## src/rtl/rob_retire.sv

```systemverilog
// In-order reorder buffer and dual retire stage; releases superseded pregs to the rename free pool.
// Optional retire counter: define ROB_PERF_CNT_EN to add retired_total_o.
module rob_retire #(
    parameter  int DEPTH  = 16,
    parameter  int PREG_W = 6,
    parameter  int AREG_W = 5,
    localparam int IDX_W  = $clog2(DEPTH),
    localparam int PTR_W  = IDX_W + 1
) (
    input  logic              clk,
    input  logic              rst,
    input  logic              en_flag_i,
    input  logic [AREG_W-1:0] rd_1,
    input  logic [AREG_W-1:0] rd_2,
    input  logic [PREG_W-1:0] pd_1,
    input  logic [PREG_W-1:0] pd_2,
    input  logic [PREG_W-1:0] old_pd_1,
    input  logic [PREG_W-1:0] old_pd_2,
    output logic [IDX_W-1:0]  rob_idx_1,
    output logic [IDX_W-1:0]  rob_idx_2,
    output logic              stall_o,
    input  logic              cmp_valid_1,
    input  logic              cmp_valid_2,
    input  logic [IDX_W-1:0]  cmp_idx_1,
    input  logic [IDX_W-1:0]  cmp_idx_2,
    output logic              rt_flag_1,
    output logic              rt_flag_2,
    output logic [PREG_W-1:0] fp_i_1,
    output logic [PREG_W-1:0] fp_i_2,
    output logic [1:0]        rt_cnt_o,
    output logic [PTR_W-1:0]  count_o,
`ifdef ROB_PERF_CNT_EN
    output logic [31:0]       retired_total_o,
`endif
    output logic              empty_o
);

    localparam logic [PTR_W-1:0] STALL_LVL = PTR_W'(DEPTH - 1);

    logic [DEPTH-1:0]  r_valid;
    logic [DEPTH-1:0]  r_done;
    logic [AREG_W-1:0] r_rd    [DEPTH];
    logic [PREG_W-1:0] r_pd    [DEPTH];
    logic [PREG_W-1:0] r_oldPd [DEPTH];
    logic [PTR_W-1:0]  r_head;
    logic [PTR_W-1:0]  r_tail;

    logic [IDX_W-1:0]  w_h0;
    logic [IDX_W-1:0]  w_h1;
    logic [IDX_W-1:0]  w_t0;
    logic [IDX_W-1:0]  w_t1;
    logic              w_r1;
    logic              w_r2;
    logic [1:0]        w_rtCnt;
    logic              w_dispatch;

    // Occupancy is the pointer distance; the wrap bit separates full from empty.
    assign count_o    = r_tail - r_head;
    assign empty_o    = (count_o == '0);
    assign stall_o    = (count_o >= STALL_LVL);
    assign w_dispatch = en_flag_i && !stall_o;

    assign w_t0      = r_tail[IDX_W-1:0];
    assign w_t1      = w_t0 + IDX_W'(1);
    assign w_h0      = r_head[IDX_W-1:0];
    assign w_h1      = w_h0 + IDX_W'(1);
    assign rob_idx_1 = w_t0;
    assign rob_idx_2 = w_t1;

    assign w_r1    = r_valid[w_h0] && r_done[w_h0];
    assign w_r2    = w_r1 && r_valid[w_h1] && r_done[w_h1];
    assign w_rtCnt = {1'b0, w_r1} + {1'b0, w_r2};

    // Completion, then retire clear, then dispatch: later writes win on overlapping entries.
    always_ff @(posedge clk or posedge rst) begin
        if (rst) begin
            r_valid   <= '0;
            r_done    <= '0;
            r_head    <= '0;
            r_tail    <= '0;
            rt_flag_1 <= 1'b0;
            rt_flag_2 <= 1'b0;
            fp_i_1    <= '0;
            fp_i_2    <= '0;
            rt_cnt_o  <= '0;
        end else begin
            if (cmp_valid_1 && r_valid[cmp_idx_1]) r_done[cmp_idx_1] <= 1'b1;
            if (cmp_valid_2 && r_valid[cmp_idx_2]) r_done[cmp_idx_2] <= 1'b1;
            if (w_r1) begin
                r_valid[w_h0] <= 1'b0;
                r_done[w_h0]  <= 1'b0;
            end
            if (w_r2) begin
                r_valid[w_h1] <= 1'b0;
                r_done[w_h1]  <= 1'b0;
            end
            if (w_dispatch) begin
                r_valid[w_t0] <= 1'b1;
                r_done[w_t0]  <= 1'b0;
                r_valid[w_t1] <= 1'b1;
                r_done[w_t1]  <= 1'b0;
                r_tail        <= r_tail + PTR_W'(2);
            end
            r_head    <= r_head + PTR_W'(w_rtCnt);
            rt_cnt_o  <= w_rtCnt;
            rt_flag_1 <= w_r1 && (r_rd[w_h0] != '0);
            rt_flag_2 <= w_r2 && (r_rd[w_h1] != '0);
            fp_i_1    <= (w_r1 && (r_rd[w_h0] != '0)) ? r_oldPd[w_h0] : '0;
            fp_i_2    <= (w_r2 && (r_rd[w_h1] != '0)) ? r_oldPd[w_h1] : '0;
        end
    end

    always_ff @(posedge clk) begin
        if (w_dispatch) begin
            r_rd[w_t0]    <= rd_1;
            r_pd[w_t0]    <= pd_1;
            r_oldPd[w_t0] <= old_pd_1;
            r_rd[w_t1]    <= rd_2;
            r_pd[w_t1]    <= pd_2;
            r_oldPd[w_t1] <= old_pd_2;
        end
    end

`ifdef ROB_PERF_CNT_EN
    always_ff @(posedge clk or posedge rst) begin
        if (rst) retired_total_o <= '0;
        else     retired_total_o <= retired_total_o + 32'(rt_cnt_o);
    end
`endif

endmodule

```

## config.mk

```make
export PLATFORM = sky130hd
export DESIGN_NAME = rob_retire
export DESIGN_NICKNAME = d
export VERILOG_FILES = /design/src/rtl/rob_retire.sv
export SDC_FILE = /design/constraint.sdc
export NUM_CORES = 1
export LEC_CHECK = 0
export CORE_MARGIN = 5
export CORE_UTILIZATION = 55
export CTS_BUF_LIST = sky130_fd_sc_hd__clkbuf_2
export DETAILED_ROUTE_END_ITERATION = 8
export PLACE_DENSITY = 0.79
export SETUP_SLACK_MARGIN = 0.15
export SKIP_LAST_GASP = 1
export SYNTH_ARGS = -nofsm -noshare
export SYNTH_HDL_FRONTEND = slang
export SYNTH_SLANG_ARGS = --single-unit
```

## constraint.sdc

```tcl
create_clock -name clk -period 5.3 [get_ports clk]
set_input_delay 1.06 -clock clk [delete_from_list [all_inputs] [get_ports clk]]
set_output_delay 1.06 -clock clk [all_outputs]
set_load 0.01 [all_outputs]
```

==> results.toml <==
[critical_path]
worstReg2RegEnd = "r_head[4]"
critical_path.max_fanout = 28
path_buf_inv = 2
r2r_start = "r_head[0]"
crit_path_max_incr_delay_ns = 0.68
worstSetupStartpointType = "flip-flop"
end_kind = "output pin"
endpoint = "stall_o"
crit_slowest_cell = "dfrtp_4"
path_class = "flip-flop to output pin"
timing.critical_path.max_delay_family = "buffers and inverters"
rr_worst_depth = 14
path_cells = "inv_1 -> fa_1 -> xnor2_1 -> nor2_1 -> o211ai_1 -> o21ai_1 -> clkdlybuf4s50_1"
timing.critical_path.depth = 7
worstSetupStartpoint = "r_head[0]"
crit_arrival_ns = 3.75
cp_data_required_time_ns = 4.24
r2r_slack_ns = 1.20

[route]
route.vias.total = 7232
ant_nets = 0
drtIter0Drc = 707
drc_errors = 0
post_drt_wl_per_cell_um = 21.9
drtPass1Iterations = 5
routed_wl_mm = 25.3
routed_via_density = 6.26

[synthesis]
synth_common_cells = "edfxtp_1, nand2_1, mux4_2"
yosys.area.top_type = "edfxtp_1"
yosysWarnings = 0
synth_area_leaders = "edfxtp_1, mux4_2, dfrtp_1"
synth_most_common_cell = "edfxtp_1"
yosys.area.top_type_share_pct = 48.1
yosysSeqAreaShare_pct = 61.1
synth_xor_xnor_area_share_pct = 1.11
syn_avg_cell_area_sq_um = 14.8
synth_flop_cell = "edfxtp_1"
syn_inst = 743
synth_fa_ha_area_share_pct = 2.19
yosys.area_share.simple_pct = 10.8
synthesis.nets = 808
ys_ff_latch = 233
synth-compound-area-share_pct = 6.98
syn_area_sq_um = 11000
synth.mux.area_fraction_pct = 14.8
synth_top_family_by_area = "multiplexers"
async_flop_share_pct = 24.5
synth_edf_count = 176
ys_types = 67

[cells_and_area]
nFillCells = 1445
layout.nets = 906
syn_to_final_growth_pct = 13.1
layout-drive-gt1-share_pct = 22.3
utilization_pct = 63.4

[sta]
maxSlewHeadroom_pct = 20.0
timing.final.ws_setup_ns = 0.490
skew_ns = 0.0982
rsz0062_at_grt = "no"
slew_violations = 0
finalSetupTns_ns = 0
hold_violations = 0
fmax_ghz = 0.208
finalSetupViolCount = 0
fin_hold_ws_ns = 0.502
period_share_pct = 90.8
worst_pin_slew_ns = 1.19
fin_crit_ns = 4.81

[cts]
htree_levels = 2
cts_buffers = 56
cts_resized = 0
cts_buffer_depth = 3
clk_latency_ns = 0.86
cts_setup_buffers = 0
clk_pin_slew_ns = 0.10
cts-root-buf = "clkbuf_2"
cts_hold_buf = 0
tritoncts = "built"
cts_sinks = 233

[power_and_ir_drop]
vdd.ir_drop.worst_v = 0.000461
p_per_area_nw_per_um2 = 602
power.total_mw = 7.47
p_leak_nw = 4.44

[placement]
placement.io_buffers = 63
routabilityCongestion = 0.939
post-place-ws_ns = 1.19
dp_hpwl_mm = 16.6

[floorplan]
ios = 78
die-area_sq_um = 22900
floorplan.initialDensity_pct = 56.1
fp.dieH_um = 151
row_count = 51
core_area_sq_um = 19600
die_w_um = 151

[hold_path]
min_path_type = "flip-flop to flip-flop"

[global_routing]
grt_max_degree = 47
antenna_found_initial = 1
first_global_vias = 7475
grt_usage_pct = 23.3
grt_overflow_total = 0
grt_pass1_wl_mm = 40.6

[job]
max_cap_viol_count = 0

[outcome]
status = "complete, no violations"
-- power breakdown --
| part | internal (mW) | switching, mW |
|---|---|---|
| logic | 1.62 | 2.01 |
| registers | 2.40 | 0.298 |
| clock network | 0.446 | 0.697 |
| total | 4.46 | 3.01 |
-- cells in the final DEF, fill, tap and decap left out, types with 14 or more instances in the layout --
| cell | netlist | layout |
|---|---|---|
| nand2b_1 | 14 | 14 |
| clkbuf_2 | 0 | 87 |
| nand2_1 | 78 | 78 |
| edfxtp_1 | 176 | 176 |
| nor3_1 | 21 | 17 |
| dfrtp_1 | 57 | 56 |
| nor4_1 | 18 | 17 |
| a21oi_1 | 18 | 18 |
| ha_1 | 16 | 15 |
| buf_4 | 13 | 20 |
| clkinv_1 | 1 | 15 |
| mux4_2 | 67 | 67 |
| nor2_1 | 33 | 33 |
| o21ai_0 | 20 | 20 |
| inv_1 | 17 | 16 |
| clkdlybuf4s50_1 | 0 | 63 |
-- stage by stage --
stage	instance area (sq um)	instances
floorplan	11000	743
global placement	11900	1048
detailed placement	11900	1048
CTS	12400	1154
global route	12400	1155
finish	12400	1155
-- cell type report --
cell class / count / area [sq um] / share of cell area, %
flip-flops and latches: 233 / 6720 / 54.1
multi-input cells: 447 / 3980 / 32.1
repair buffers: 83 / 781 / 6.29
clock buffers: 87 / 435 / 3.51
well taps: 265 / 332 / 2.67
clock inverters: 19 / 90.1 / 0.726
inverters: 20 / 80.1 / 0.645
diodes: 1 / 2.50 / 0.0202
-- cells by family (layout without fill, tap and decap cells) --
logic type                 Yosys count  after routing
muxes                               75             75
AOI/OAI and AO/OA                  109            109
xor gates and xnor gates            13             13
DFF                                233            233
adders and majority gates           18             18
and+or+nand+nor                    230            230
buffers and inverters               63            209
other                                2              3
-- routing by layer --
layer	global-route usage (%)	vias to the layer above	share of wire, %
met1	31.8	3606	38
met3	4.91	62	9.2
met2	37.7	395	50
li1	-	3169	-
met4	7.93	0	2.7
met5	0	-	0
-- state kept, by name, summed over array words and instances, names as in the netlist --
signal     flops
r_valid       16
fp_i_2         6
rt_cnt_o       2
fp_i_1         6
r_rd          80
rt_flag_2      1
r_oldPd       96
r_done        16
rt_flag_1      1
r_tail         4
r_head         5
-- worst min path at each step --
| stage | cells after the start | endpoint | slack (ns) | startpoint |
|---|---|---|---|---|
| finish | 1 | r_tail[4] | 0.50 | r_tail[4] |
| global route | 1 | r_tail[4] | 0.52 | r_tail[4] |
| CTS | 1 | r_tail[4] | 0.50 | r_tail[4] |
| detailed placement | 1 | r_tail[4] | 0.48 | r_tail[4] |
| global placement | 1 | r_tail[4] | 0.48 | r_tail[4] |
| floorplan | 1 | r_head[4] | 0.46 | r_head[4] |
No activity file was read; power rests on OpenSTA's default activity.
